## config.mk

```make
export PLATFORM = sky130hd
export DESIGN_NAME = layer_visibility_ctrl
export DESIGN_NICKNAME = d
export VERILOG_FILES = /design/src/rtl/layer_ctrl_pkg.sv /design/src/rtl/frame_tick_counter.sv /design/src/rtl/layer_visibility_ctrl.sv
export SDC_FILE = /design/constraint.sdc
export NUM_CORES = 1
export LEC_CHECK = 0
export ABC_AREA = 1
export CORE_MARGIN = 10
export CORE_UTILIZATION = 60
export CTS_BUF_LIST = sky130_fd_sc_hd__clkbuf_4
export DETAILED_ROUTE_END_ITERATION = 7
export GPL_TIMING_DRIVEN = 0
export PLACE_DENSITY_LB_ADDON = 0.1
export SLEW_MARGIN = 0
export SYNTH_ARGS = -nofsm -noshare
export SYNTH_HDL_FRONTEND = slang
export SYNTH_SLANG_ARGS = --single-unit
export TNS_END_PERCENT = 5
```

## constraint.sdc

```tcl
create_clock -name clk -period 2.5 [get_ports clk]
set_clock_uncertainty 0.2 [all_clocks]
set_input_delay 0.25 -clock clk [delete_from_list [all_inputs] [get_ports clk]]
set_output_delay 0.25 -clock clk [all_outputs]
set_load 0.01 [all_outputs]
```

## src/rtl/layer_ctrl_pkg.sv

```systemverilog
// Shared types for the layer visibility controller: game phase encoding,
// per-layer enable flags and the phase-to-enable decode.
package layer_ctrl_pkg;

  typedef enum logic [1:0] {
    PLAY      = 2'd0,
    HIT_BLINK = 2'd1,
    END_DELAY = 2'd2,
    END_SHOW  = 2'd3
  } phase_t;

  typedef struct packed {
    logic player;
    logic heart;
    logic endgame;
  } layer_en_t;

  localparam layer_en_t EN_RESET = '{player: 1'b1, heart: 1'b1, endgame: 1'b0};

  function automatic layer_en_t en_for(input phase_t ph, input logic blink_phase);
    layer_en_t en;
    case (ph)
      PLAY:      en = EN_RESET;
      HIT_BLINK: en = '{player: ~blink_phase, heart: 1'b1, endgame: 1'b0};
      END_DELAY: en = '{player: 1'b1, heart: 1'b0, endgame: 1'b0};
      END_SHOW:  en = '{player: 1'b0, heart: 1'b0, endgame: 1'b1};
      default:   en = EN_RESET;
    endcase
    return en;
  endfunction

endpackage

```

## src/rtl/frame_tick_counter.sv

```systemverilog
// Saturating start-of-frame counter with synchronous clear, increment enable,
// terminal-count compare and optional wrap to zero at terminal count.
module frame_tick_counter #(
  parameter int CNT_W = 8,
  parameter bit WRAP  = 1'b0
) (
  input  logic             clk,
  input  logic             rst_n,
  input  logic             clr_i,
  input  logic             inc_i,
  input  logic [CNT_W-1:0] term_i,
  output logic             tc_o
);

  logic [CNT_W-1:0] cnt_q, cnt_d;

  assign tc_o = (cnt_q == term_i);

  // NOTE: every always_comb output gets a default first so no latch is inferred.
  always_comb begin
    cnt_d = cnt_q;
    if (clr_i) begin
      cnt_d = '0;
    end else if (inc_i) begin
      if (WRAP && tc_o) begin
        cnt_d = '0;
      end else if (cnt_q != '1) begin
        cnt_d = cnt_q + 1'b1;
      end
    end
  end

  // NOTE: sequential state uses non-blocking assignments only.
  always_ff @(posedge clk or negedge rst_n) begin
    if (!rst_n) begin
      cnt_q <= '0;
    end else begin
      cnt_q <= cnt_d;
    end
  end

endmodule

```

## src/rtl/layer_visibility_ctrl.sv

```systemverilog
// Frame-synchronous gating of player/heart/endgame drawing requests by game phase.
// Optional LAYER_CTRL_HIT_FREEZE_EN adds freezeFrames to pause the frame counters.
module layer_visibility_ctrl #(
  parameter int BLINK_FRAMES = 60,
  parameter int BLINK_HALF   = 4,
  parameter int END_DELAY    = 30,
  parameter int CNT_W        = 8
) (
  input  logic       clk,
  input  logic       resetN,
  input  logic       startOfFrame,
  input  logic       playerHit,
  input  logic       gameOver,
  input  logic       restart,
`ifdef LAYER_CTRL_HIT_FREEZE_EN
  input  logic       freezeFrames,
`endif
  input  logic       playerDrawingReqIn,
  input  logic       heartDrawingReqIn,
  input  logic       endgameDrawingReqIn,
  output logic       playerDrawingRequest,
  output logic       heartDrawingRequest,
  output logic       endgameDrawingRequest,
  output logic       invulnerable,
  output logic [1:0] phase
);

  import layer_ctrl_pkg::*;

  phase_t     state_q, state_d;
  logic       blink_phase_q, blink_phase_d;
  layer_en_t  en_q;
  logic       advance, go_take, hit_take, blink_inc, delay_inc;
  logic       cnt_clr, blink_clr, cnt_tc, blink_tc, en_blink_phase;
  logic [CNT_W-1:0] cnt_term;

`ifdef LAYER_CTRL_HIT_FREEZE_EN
  assign advance = startOfFrame & ~freezeFrames;
  // A frozen frame repeats whatever blink half is currently on screen.
  assign en_blink_phase = blink_clr ? 1'b0 :
                          (freezeFrames && state_q == HIT_BLINK) ? ~en_q.player :
                          blink_phase_q;
`else
  assign advance        = startOfFrame;
  assign en_blink_phase = blink_clr ? 1'b0 : blink_phase_q;
`endif

  assign go_take   = gameOver & (state_q == PLAY || state_q == HIT_BLINK);
  assign hit_take  = playerHit & (state_q == PLAY);
  assign blink_inc = ~restart & ~go_take & advance & (state_q == HIT_BLINK);
  assign delay_inc = ~restart & advance & (state_q == layer_ctrl_pkg::END_DELAY);
  assign cnt_clr   = restart | go_take | hit_take;
  assign blink_clr = restart | hit_take;
  assign cnt_term  = (state_q == HIT_BLINK) ? CNT_W'(BLINK_FRAMES - 1) : CNT_W'(END_DELAY - 1);

  frame_tick_counter #(.CNT_W(CNT_W), .WRAP(1'b0)) u_frame_cnt (
    .clk   (clk),
    .rst_n (resetN),
    .clr_i (cnt_clr),
    .inc_i (blink_inc | delay_inc),
    .term_i(cnt_term),
    .tc_o  (cnt_tc)
  );

  frame_tick_counter #(.CNT_W(CNT_W), .WRAP(1'b1)) u_blink_cnt (
    .clk   (clk),
    .rst_n (resetN),
    .clr_i (blink_clr),
    .inc_i (blink_inc),
    .term_i(CNT_W'(BLINK_HALF - 1)),
    .tc_o  (blink_tc)
  );

  always_comb begin
    state_d       = state_q;
    blink_phase_d = blink_phase_q;
    if (restart) begin
      state_d       = PLAY;
      blink_phase_d = 1'b0;
    end else if (go_take) begin
      state_d = layer_ctrl_pkg::END_DELAY;
    end else if (hit_take) begin
      state_d       = HIT_BLINK;
      blink_phase_d = 1'b0;
    end else if (blink_inc) begin
      if (blink_tc) blink_phase_d = ~blink_phase_q;
      if (cnt_tc)   state_d       = PLAY;
    end else if (delay_inc && cnt_tc) begin
      state_d = END_SHOW;
    end
  end

  // Enables reload only at frame start so a layer never tears mid-frame; the blink
  // half shown for the coming frame is the one in force before this SOF's toggle.
  always_ff @(posedge clk or negedge resetN) begin
    if (!resetN) begin
      state_q       <= PLAY;
      blink_phase_q <= 1'b0;
      en_q          <= EN_RESET;
    end else begin
      state_q       <= state_d;
      blink_phase_q <= blink_phase_d;
      if (startOfFrame) en_q <= en_for(state_d, en_blink_phase);
    end
  end

  assign playerDrawingRequest  = playerDrawingReqIn  & en_q.player;
  assign heartDrawingRequest   = heartDrawingReqIn   & en_q.heart;
  assign endgameDrawingRequest = endgameDrawingReqIn & en_q.endgame;
  assign invulnerable          = (state_q == HIT_BLINK);
  assign phase                 = state_q;

endmodule
```

======== After elaboration in Yosys (flattened, before gate mapping) ========
Index checks and enable logic that the tools add are counted.
operators by class
  add/subtract/negate cells ............... 2
  $mul .................................... 0
  divide/modulo/power cells ............... 0
  order comparisons ....................... 0
  equal/unequal tests ..................... 10
  shift-type cells ........................ 0
  muxes and demuxes ....................... 21
  bitwise operators ....................... 18
  reductions and logical operators ........ 13
operators with widths
  cell                                                                    count
  8-bit 2-to-1 mux                                                        7
  8-bit by 1-bit adder with 8-bit output (second input constant)          2
  8-bit inequality test (second input constant)                           2
  2-bit 2-to-1 mux                                                        6
  3-bit one-hot mux with 4 select lines                                   1
  1-bit bitwise AND                                                       10
  3-bit nonzero test                                                      3
  8-bit by 2-bit equality test with 1-bit output (second input constant)  1
  8-bit by 6-bit equality test with 1-bit output                          1
  2-bit equality test (second input constant)                             3
  1-bit 2-to-1 mux                                                        6
  6-bit 2-to-1 mux                                                        1
  2-bit nonzero test                                                      3
  2-bit by 1-bit equality test with 1-bit output (second input constant)  2
  2-bit zero test                                                         2
  1-bit inverter                                                          4
  1-bit OR                                                                4
  2-bit AND reduction                                                     2
  3-bit AND reduction                                                     1
  2-bit inequality test (second input constant)                           1
  1-bit logical AND                                                       1
  1-bit logical OR                                                        1
word-level totals
  bits in registers ....................... 22
  bits in latches ......................... 0
  RAM bits ................................ 0
  bits in read-only memories .............. 0
  bits of input ports ..................... 9
  output and inout bits ................... 6
  memories kept ........................... 0

======== Longest topological paths before layout ========
Gate-level depths: netlist of run 1.
  depth in word-level cells ............... 13
  mapped depth ............................ 11
  depth with buffers taken out ............ 11

======== By module ========
A second synthesis of run 1 with hierarchy kept.
unflattened totals
  cells, all modules ...................... 248
  area total of the unflattened synthesis .. 1714.1 µm²
by module, submodules not included
  module                            times used  cells each  area an instance (µm²)
  frame_tick_counter (u_blink_cnt)  1           105         664.4
  frame_tick_counter (u_frame_cnt)  1           78          628.1
  layer_visibility_ctrl             1           65          421.7

======== Worst setup path after synthesis of run 1 ========
Ideal clock, no wire load.
  kind .................................... reg2reg
  start point ............................. register state_q[1], in the netlist phase[1]
  end point ............................... register u_blink_cnt.cnt_q[3]
  arrival ................................. 1.307 ns
  data required time ...................... 2.181 ns
  slack ................................... 0.874 ns
  stages on the path, launching flop included .. 10
  buffers on the path ..................... 0
  cells stage by stage .................... dfrtp_1 > inv_1 > nand2_1 > inv_1 > nand3_2 > nand2_2 > nand2_4 > nand2_4 > o21ai_0 > o21a_1
on the way
  longest elaborated chain between the ends .. 9
  elaborated cells between the ends (all ways) .. 14
RTL lines
  element                                           line                          text
  from (decl)                                       layer_visibility_ctrl.sv:30   phase_t state_q, state_d;
  from (signal assigned)                            layer_visibility_ctrl.sv:101  state_q <= state_d;
  2-bit by 1-bit equality test with 1-bit output *  --
  named net invulnerable                            layer_visibility_ctrl.sv:24   output logic invulnerable,
  1-bit logical OR                                  layer_visibility_ctrl.sv:48   assign go_take = gameOver & (state_q == PLAY || state_q == HIT_BLINK);
  1-bit bitwise AND                                 layer_visibility_ctrl.sv:48
  1-bit inverter                                    layer_visibility_ctrl.sv:50   assign blink_inc = ~restart & ~go_take & advance & (state_q == HIT_BLINK);
  1-bit bitwise AND (2 in series)                   layer_visibility_ctrl.sv:50
  1-bit bitwise AND *                               layer_visibility_ctrl.sv:50
  2-bit nonzero test (no line) *                    --
  2-bit AND reduction (no line) *                   --
  to (signal assigned)                              frame_tick_counter.sv:38      cnt_q <= cnt_d;
  to (decl)                                         frame_tick_counter.sv:15      logic [CNT_W-1:0] cnt_q, cnt_d;
The timed path passes the listed nets; every way through them passes the cells marked *.
A chain may end at the register's enable or synchronous reset.

======== Worst setup path after layout of run 1 ========
  start point ............................. register state_q[1], in the netlist phase[1]
  end point ............................... output invulnerable
on the way
  longest elaborated chain between the ends .. 1
RTL lines
  element                                         line                          text
  2-bit by 1-bit equality test with 1-bit output  layer_visibility_ctrl.sv:110  assign invulnerable = (state_q == HIT_BLINK);
  to (decl)                                       layer_visibility_ctrl.sv:24
No other way between the ends.

==> flow_metrics.py, run 1 <==
metrics = {
    "clocking": {
        "holdBufCountCts": 0,
        "cts.clk_slew.worst_paths_ps": 120,
        "cts.repair.resized": 0,
        "clk_path_buf_depth": 2,
        "post-cts-setup-buffer-count": 0,
        "cts-buffers-inserted": 3,
        "tritoncts": "done",
        "cts.sink_count": 22,
        "cts.htree.levels": 1,
        "later_pin_clock_latency_in_the_skew_report_ps": 310,
        "clk_root_buffer_cell": "sky130_fd_sc_hd__clkbuf_4",
    },
    "power_and_ir_drop": {
        "power_density_mw_per_mm2": 487.2,
        "internal_power_uw": 520.5,
        "seq_power_share_pct": 54.5,
        "share_comb_of_total_power_pct": 20.7,
        "sw_share_pct": 29.84,
        "share_clk_of_total_power_pct": 24.8,
        "p_switching_uw": 221.4,
        "leakage_power_nw": 0.7219,
        "peakVddDrop_mv": 0.3623,
        "post_route_total_power_uw": 741.9,
    },
    "synthesis": {
        "syn_nets": 185,
        "synth_sequential_area_ratio_pct": 41.94,
        "total_standard_cell_area_after_synthesis_mm2": 0.001319,
        "syn-mean-instance-area_um2": 7.579,
        "synth-seq-cells": 22,
        "netlist-cell-type-count": 29,
        "yosysWarningCount": 0,
        "synth_cells": 174,
    },
    "drt": {
        "drt_pass1_iterations": 4,
        "routed_via_density": 5.279,
        "route.detailed.drc": 0,
        "final_antenna_net_count": 0,
        "drt_wl_total_um": 2720,
        "detailedRoute.firstIterationViolations": 78,
        "avgRoutedWirePerCell_um": 12.42,
        "detailroute.via_count": 1156,
    },
    "final_layout": {
        "area_growth_pct": 15.46,
        "fill_cell_count": 159,
        "diodes": 0,
        "final_layout_size_suffix_gt1_share_pct": 13.54,
        "finalCoreUtilization_pct": 75.31,
        "finish.net_count": 204,
    },
    "timing": {
        "drv_slew": 0,
        "post_route_hold_slack_ps": 260.9,
        "setup_total_negative_slack_ps": 0,
        "min_period_over_period_pct": 81.50,
        "rsz0062_at_grt": "false",
        "worst_slew_pin_slew_ps": 981.6,
        "maxSlewHeadroom_pct": 34.35,
        "timing.final.setup_violations": 0,
        "timing.final.crit_period_ps": 2038,
        "final_count_of_hold_timing_violations": 0,
        "maxClockFrequency_mhz": 490.8,
    },
    "critical_path": {
        "cp_cell_sequence": "inv_1 -> nand2_1 -> inv_1 -> clkdlybuf4s50_1",
        "required_time_at_the_worst_slack_endpoint_ps": 2050,
        "cp_data_arrival_time_ps": 1590,
        "timing.critical_path.slowest_stage_cell": "sky130_fd_sc_hd__clkdlybuf4s50_1",
        "worstPathMaxFanout": 5,
        "cpLargestDelayFamily": "buffers and inverters",
        "timing_worst_setup_path_type": "register to primary output",
        "cp.buffers_inverters": 3,
        "timing.critical_path.mode_cell": "sky130_fd_sc_hd__inv_1",
        "slowest_delay_ps": 550,
        "worst_setup_ep_type": "primary output",
        "startpoint_type": "register",
    },
    "grt": {
        "grt_max_degree": 23,
        "grt_overflow_total": 0,
        "first_global_vias": 1067,
        "grt_first_pass_wirelength_um": 4547,
        "antenna_found_initial": 0,
        "grt_usage_pct": 12.87,
    },
    "die": {
        "floorplan.die_area_mm2": 0.004473,
        "placementRows": 16,
        "core-area_mm2": 0.002022,
        "fp.dieH_um": 66.88,
        "initial_util_pct": 65.22,
        "io-pin-count": 15,
        "fp.dieW_um": 66.88,
    },
    "run": {
        "cap_viol_max_count": 0,
    },
    "min_path": {
        "hold_class": "input port to async pin",
    },
    "place": {
        "port-buffer-count": 14,
        "detailed_place_hpwl_um": 2066,
        "gpl.final_weighted_congestion": 0.8702,
    },
    "status": {
        "status": "finished clean",
    },
}
## logic make-up (layout without fill, tap and decap cells)
kind of cell             after synthesis  in the layout  share of synthesized area, %
adder cells (fa/ha/maj)                2              2                         1.897
XOR/XNOR                               3              3                         1.993
buffers and inverters                 30             48                         8.729
flip-flops                            22             22                         41.94
AO/OA/AOI/OAI                         29             29                         13.66
AND/OR/NAND/NOR                       88             88                         31.78
## Yosys cell counts (all sizes together)
master    n  share of area (%)
a21oi     8                3.3
a2bb2oi   1               0.66
and3      1               0.47
dfrtp    20                 38
dfstp     2                4.0
ha        2                1.9
inv      30                8.7
nand2    45                 15
nand3    15                6.1
nand4     5                2.4
nor2     19                6.5
nor3      2               0.76
o21a      2                1.1
o21ai    15                6.8
o31ai     3                1.7
or2       1               0.47
xnor2     2                1.3
xor2      1               0.66
## power groups by stage
stage	Combinational, mW	Clock, mW	Sequential (mW)
2_1_floorplan	0.0963	0	0.408
3_3_place_gp	0.145	0	0.410
3_5_place_dp	0.153	0	0.412
4_1_cts	0.155	0.188	0.405
5_1_grt	0.172	0.201	0.408
6_report	0.153	0.184	0.404
## state kept, by name, indices dropped and copies added, names as in the netlist
signal and flops:
blink_phase_q 1, u_frame_cnt.cnt_q 8, phase 2, en_q 3, u_blink_cnt.cnt_q 8
## worst paths after layout
check                                     start                    to  slack [ps]  cells after the start
hold / removal                           resetN  u_frame_cnt.cnt_q[3]         260                      1
max in group asynchronous                resetN  u_blink_cnt.cnt_q[4]        1250                      1
setup / recovery                       phase[1]          invulnerable         460                      4
min in group clk                        en_q[1]               en_q[1]         270                      2
setup reg to reg           u_frame_cnt.cnt_q[1]  u_frame_cnt.cnt_q[7]         680                      9
hold reg to reg                         en_q[1]               en_q[1]         270                      2
## stage by stage
step                      setup slack (ps)  area, um2  std cells
after floorplan                      874.5       1319        174
after global placement               478.8       1493        215
after detailed placement             465.9       1493        215
after CTS                            452.0       1523        219
after global routing                 356.7       1523        219
final                                462.5       1523        219
## area by class of cell
type                    instances  area, um2  area share [%]
clock buffers                   4      30.03           1.972
inverters                      30      115.1           7.560
multi-input cells             122      650.6           42.73
repair buffers                 14      140.1           9.203
well taps                      27      33.78           2.219
flip-flops and latches         22      553.0           36.32
## routing by layer
layer	vias to the layer above	global-route usage [%]	part of all wire (%)
li1	600	-	-
met4	0	6.667	1.8
met2	33	20.50	48
met3	5	3.512	7.5
met1	518	15.41	43
met5	-	0	0
## layout by cell type (no fill, tap or decap)
cell type,Yosys,layout
sky130_fd_sc_hd__inv_2,4,4
sky130_fd_sc_hd__o21a_1,2,2
sky130_fd_sc_hd__a21oi_2,1,1
sky130_fd_sc_hd__o21ai_2,1,1
sky130_fd_sc_hd__nand3_1,14,14
sky130_fd_sc_hd__o31ai_1,3,3
sky130_fd_sc_hd__nor3_1,2,2
sky130_fd_sc_hd__nor2_2,3,3
sky130_fd_sc_hd__a2bb2oi_1,1,1
sky130_fd_sc_hd__and3_1,1,1
sky130_fd_sc_hd__nand4_1,5,5
sky130_fd_sc_hd__inv_1,25,25
sky130_fd_sc_hd__o21ai_0,10,10
sky130_fd_sc_hd__nand2_2,3,3
sky130_fd_sc_hd__nor2_4,1,1
sky130_fd_sc_hd__nand2_1,39,39
sky130_fd_sc_hd__a21oi_1,7,7
sky130_fd_sc_hd__nand3_2,1,1
sky130_fd_sc_hd__or2_2,1,1
sky130_fd_sc_hd__o21ai_4,1,1
sky130_fd_sc_hd__ha_1,2,2
sky130_fd_sc_hd__xnor2_1,2,2
sky130_fd_sc_hd__o21ai_1,3,3
sky130_fd_sc_hd__xor2_1,1,1
sky130_fd_sc_hd__clkdlybuf4s50_1,0,14
sky130_fd_sc_hd__inv_4,1,1
sky130_fd_sc_hd__dfrtp_1,20,20
sky130_fd_sc_hd__clkbuf_4,0,4
sky130_fd_sc_hd__nand2_4,3,3
sky130_fd_sc_hd__nor2_1,15,15
sky130_fd_sc_hd__dfstp_2,2,2
No activity file was read; power rests on OpenSTA's default activity.
==> inputs of run 2 (changes only) <==
--- a/config.mk
+++ b/config.mk
@@ -7,7 +7,7 @@
 export LEC_CHECK = 0
 export ABC_AREA = 1
 export CORE_MARGIN = 10
-export CORE_UTILIZATION = 60
+export CORE_UTILIZATION = 57
 export CTS_BUF_LIST = sky130_fd_sc_hd__clkbuf_4
 export DETAILED_ROUTE_END_ITERATION = 7
 export GPL_TIMING_DRIVEN = 0
==> constraint.sdc (replaced) <==
create_clock -name clk -period 2 [get_ports clk]
set_clock_uncertainty 0.2 [all_clocks]
set_input_delay 0.2 -clock clk [delete_from_list [all_inputs] [get_ports clk]]
set_output_delay 0.2 -clock clk [all_outputs]
set_load 0.01 [all_outputs]
==> flow_metrics.py, run 2 (synthesis gave the netlist of run 1 again) <==
metrics = {
    "die": {
        "placementRows": 17,
        "io-pin-count": 15,
        "floorplan.die_area_mm2": 0.004638,
        "fp.dieW_um": 68.10,
        "initial_util_pct": 59.62,
        "core-area_mm2": 0.002212,
        "fp.dieH_um": 68.10,
    },
    "timing": {
        "post_route_hold_slack_ps": 217.5,
        "maxSlewHeadroom_pct": 34.40,
        "setup_total_negative_slack_ps": 0,
        "final_count_of_hold_timing_violations": 0,
        "drv_slew": 0,
        "timing.final.setup_violations": 0,
        "min_period_over_period_pct": 95.18,
        "worst_slew_pin_slew_ps": 980.9,
        "timing.final.crit_period_ps": 1904,
        "maxClockFrequency_mhz": 525.3,
    },
    "place": {
        "port-buffer-count": 14,
        "post_dp_cell_area_mm2": 0.001494,
        "detailed_place_hpwl_um": 2131,
        "gpl.final_weighted_congestion": 0.8529,
        "numPlacedInstances": 216,
    },
    "grt": {
        "grt_first_pass_wirelength_um": 4719,
        "grt_usage_pct": 12.64,
        "antenna_found_initial": 0,
        "grt_max_degree": 23,
        "first_global_vias": 1117,
        "grt_overflow_total": 0,
    },
    "min_path": {
        "hold_class": "input port to async pin",
    },
    "final_layout": {
        "area_growth_pct": 19.73,
        "design_area_mm2": 0.001579,
        "finish.net_count": 208,
        "mostFrequentLayoutCells": "sky130_fd_sc_hd__nand2_1, sky130_fd_sc_hd__inv_1, sky130_fd_sc_hd__dfrtp_1, sky130_fd_sc_hd__nor2_1, sky130_fd_sc_hd__nand3_1",
        "largest_registers": "u_blink_cnt.cnt_q: 8 flops, u_frame_cnt.cnt_q: 8 flops, en_q: 3 flops",
        "final_layout_size_suffix_gt1_share_pct": 15.31,
        "fill_cell_count": 176,
        "diodes": 0,
        "finalNonFillerCells": 224,
        "final_common_cell": "sky130_fd_sc_hd__nand2_1",
    },
    "critical_path": {
        "r2r-end": "u_frame_cnt.cnt_q[7]",
        "cp_data_arrival_time_ps": 1910,
        "required_time_at_the_worst_slack_endpoint_ps": 2010,
        "reg2reg_depth": 8,
        "worst_setup_ep_type": "register",
        "cp.buffers_inverters": 2,
        "cpLargestDelayFamily": "flip-flops",
        "cp_cell_sequence": "ha_1 -> nand3_1 -> nor2_2 -> nand2_2 -> o21ai_4 -> buf_4 -> buf_4 -> o31ai_1",
        "reg_to_reg_startpoint": "u_frame_cnt.cnt_q[1]",
        "reg2reg_slack_ps": 100,
        "timing_worst_setup_path_type": "register to register",
        "worstPathMaxFanout": 6,
        "timing.critical_path.slowest_stage_cell": "sky130_fd_sc_hd__dfrtp_1",
        "slowest_delay_ps": 420,
        "startpoint_type": "register",
        "timing.critical_path.mode_cell": "sky130_fd_sc_hd__buf_4",
    },
    "clocking": {
        "clk_path_buf_depth": 2,
        "clk_root_buffer_cell": "sky130_fd_sc_hd__clkbuf_4",
        "cts.clk_slew.worst_paths_ps": 130,
        "later_pin_clock_latency_in_the_skew_report_ps": 310,
        "cts-buffers-inserted": 3,
        "cts.htree.levels": 1,
        "tritoncts": "done",
        "cts.sink_count": 22,
    },
    "power_and_ir_drop": {
        "peakVddDrop_mv": 0.5329,
        "post_route_total_power_mw": 1.037,
        "leakage_power_nw": 0.7664,
        "power_density_mw_per_mm2": 656.5,
    },
    "drt": {
        "wirelength_met1_um": 1324,
        "topRoutingLayerUsed": "met4",
        "detailedRoute.firstIterationViolations": 76,
        "routed_via_density": 5.335,
        "drt_wl_total_um": 2880,
        "avgRoutedWirePerCell_um": 12.86,
        "dr_wl_met3_um": 146,
        "final_antenna_net_count": 0,
        "route.met2.wl_um": 1376,
        "drt_pass1_iterations": 4,
        "route.detailed.drc": 0,
        "detailroute.via_count": 1195,
    },
    "run": {
        "cap_viol_max_count": 0,
    },
    "status": {
        "status": "finished clean",
    },
}
==> run 2: changes by cell type in the layout (fill, tap and decap cells not counted) <==
cell,change
sky130_fd_sc_hd__buf_4,+4
sky130_fd_sc_hd__dlymetal6s2s_1,+1
sky130_fd_sc_hd__clkbuf_4,-1
sky130_fd_sc_hd__bufinv_16,+1
sky130_fd_sc_hd__clkdlybuf4s50_1,-1
==> run 2: where the power goes <==
group / internal, mW / total [mW] / switching, mW / leakage (nW)
sequential: 0.479 / 0.504 / 0.0250 / 0.295
clock: 0.203 / 0.338 / 0.135 / 0.0279
combinational: 0.0826 / 0.195 / 0.113 / 0.443
total: 0.764 / 1.04 / 0.273 / 0.766
==> run 2: stage by stage <==
stage	util (%)	setup WS, ps
global route	71.38	-10.92
global placement	67.53	37.74
detailed placement	67.53	8.252
floorplan	-	374.5
CTS	70.25	44.43
finish	71.38	96.37
==> run 2: worst register-to-register path: cells and delay by family (launching register included) <==
kind	cells	cell delay, ps
flip-flops	1	420
buffers and inverters	2	260
AO/OA/AOI/OAI	2	320
AND/OR/NAND/NOR	3	390
adder cells (fa/ha/maj)	1	210
==> run 2: how the worst max path moves through the flow <==
stage	startpoint	endpoint	slack [ps]	depth (start not counted)
floorplan	phase[1]	u_blink_cnt.cnt_q[3]	370	9
global placement	restart	u_blink_cnt.cnt_q[3]	40	8
detailed placement	restart	u_blink_cnt.cnt_q[3]	8	8
CTS	phase[1]	invulnerable	40	4
global route	u_frame_cnt.cnt_q[1]	u_frame_cnt.cnt_q[7]	-10	9
finish	u_frame_cnt.cnt_q[1]	u_frame_cnt.cnt_q[7]	100	8
==> run 2: area by class of cell <==
class                      instances  area, um2  share of cell area (%)
inverter                          30      115.1                   7.290
sequential                        22      553.0                   35.02
clock buffer                       3      22.52                   1.426
clock inverter                     1      30.03                   1.902
multi-input combinational        122      650.6                   41.20
timing repair buffer              18      172.7                   10.94
tap                               28      35.03                   2.219
==> run 2: metal layers <==
layer,global-route usage (%),up-vias
li1,-,609
met1,14.71,558
met2,22.67,24
met3,2.610,4
met4,3.769,0
met5,0,-
==> run 2: timing repair <==
item | in CTS | in global routing
buffers inserted | 1 | 3
endpoints found under the setup margin | 1 | 3
hold endpoints to repair | 0 | 0
resized for setup | 0 | 1
pin swaps | 0 | 1
hold buffers | 0 | 0
==> inputs of run 3 (changes only) <==
--- a/config.mk
+++ b/config.mk
@@ -16,4 +16,3 @@
 export SYNTH_ARGS = -nofsm -noshare
 export SYNTH_HDL_FRONTEND = slang
 export SYNTH_SLANG_ARGS = --single-unit
-export TNS_END_PERCENT = 5
==> results of run 3 <==
Same layout as run 2: the final DEF is identical, and so are final timing and power.
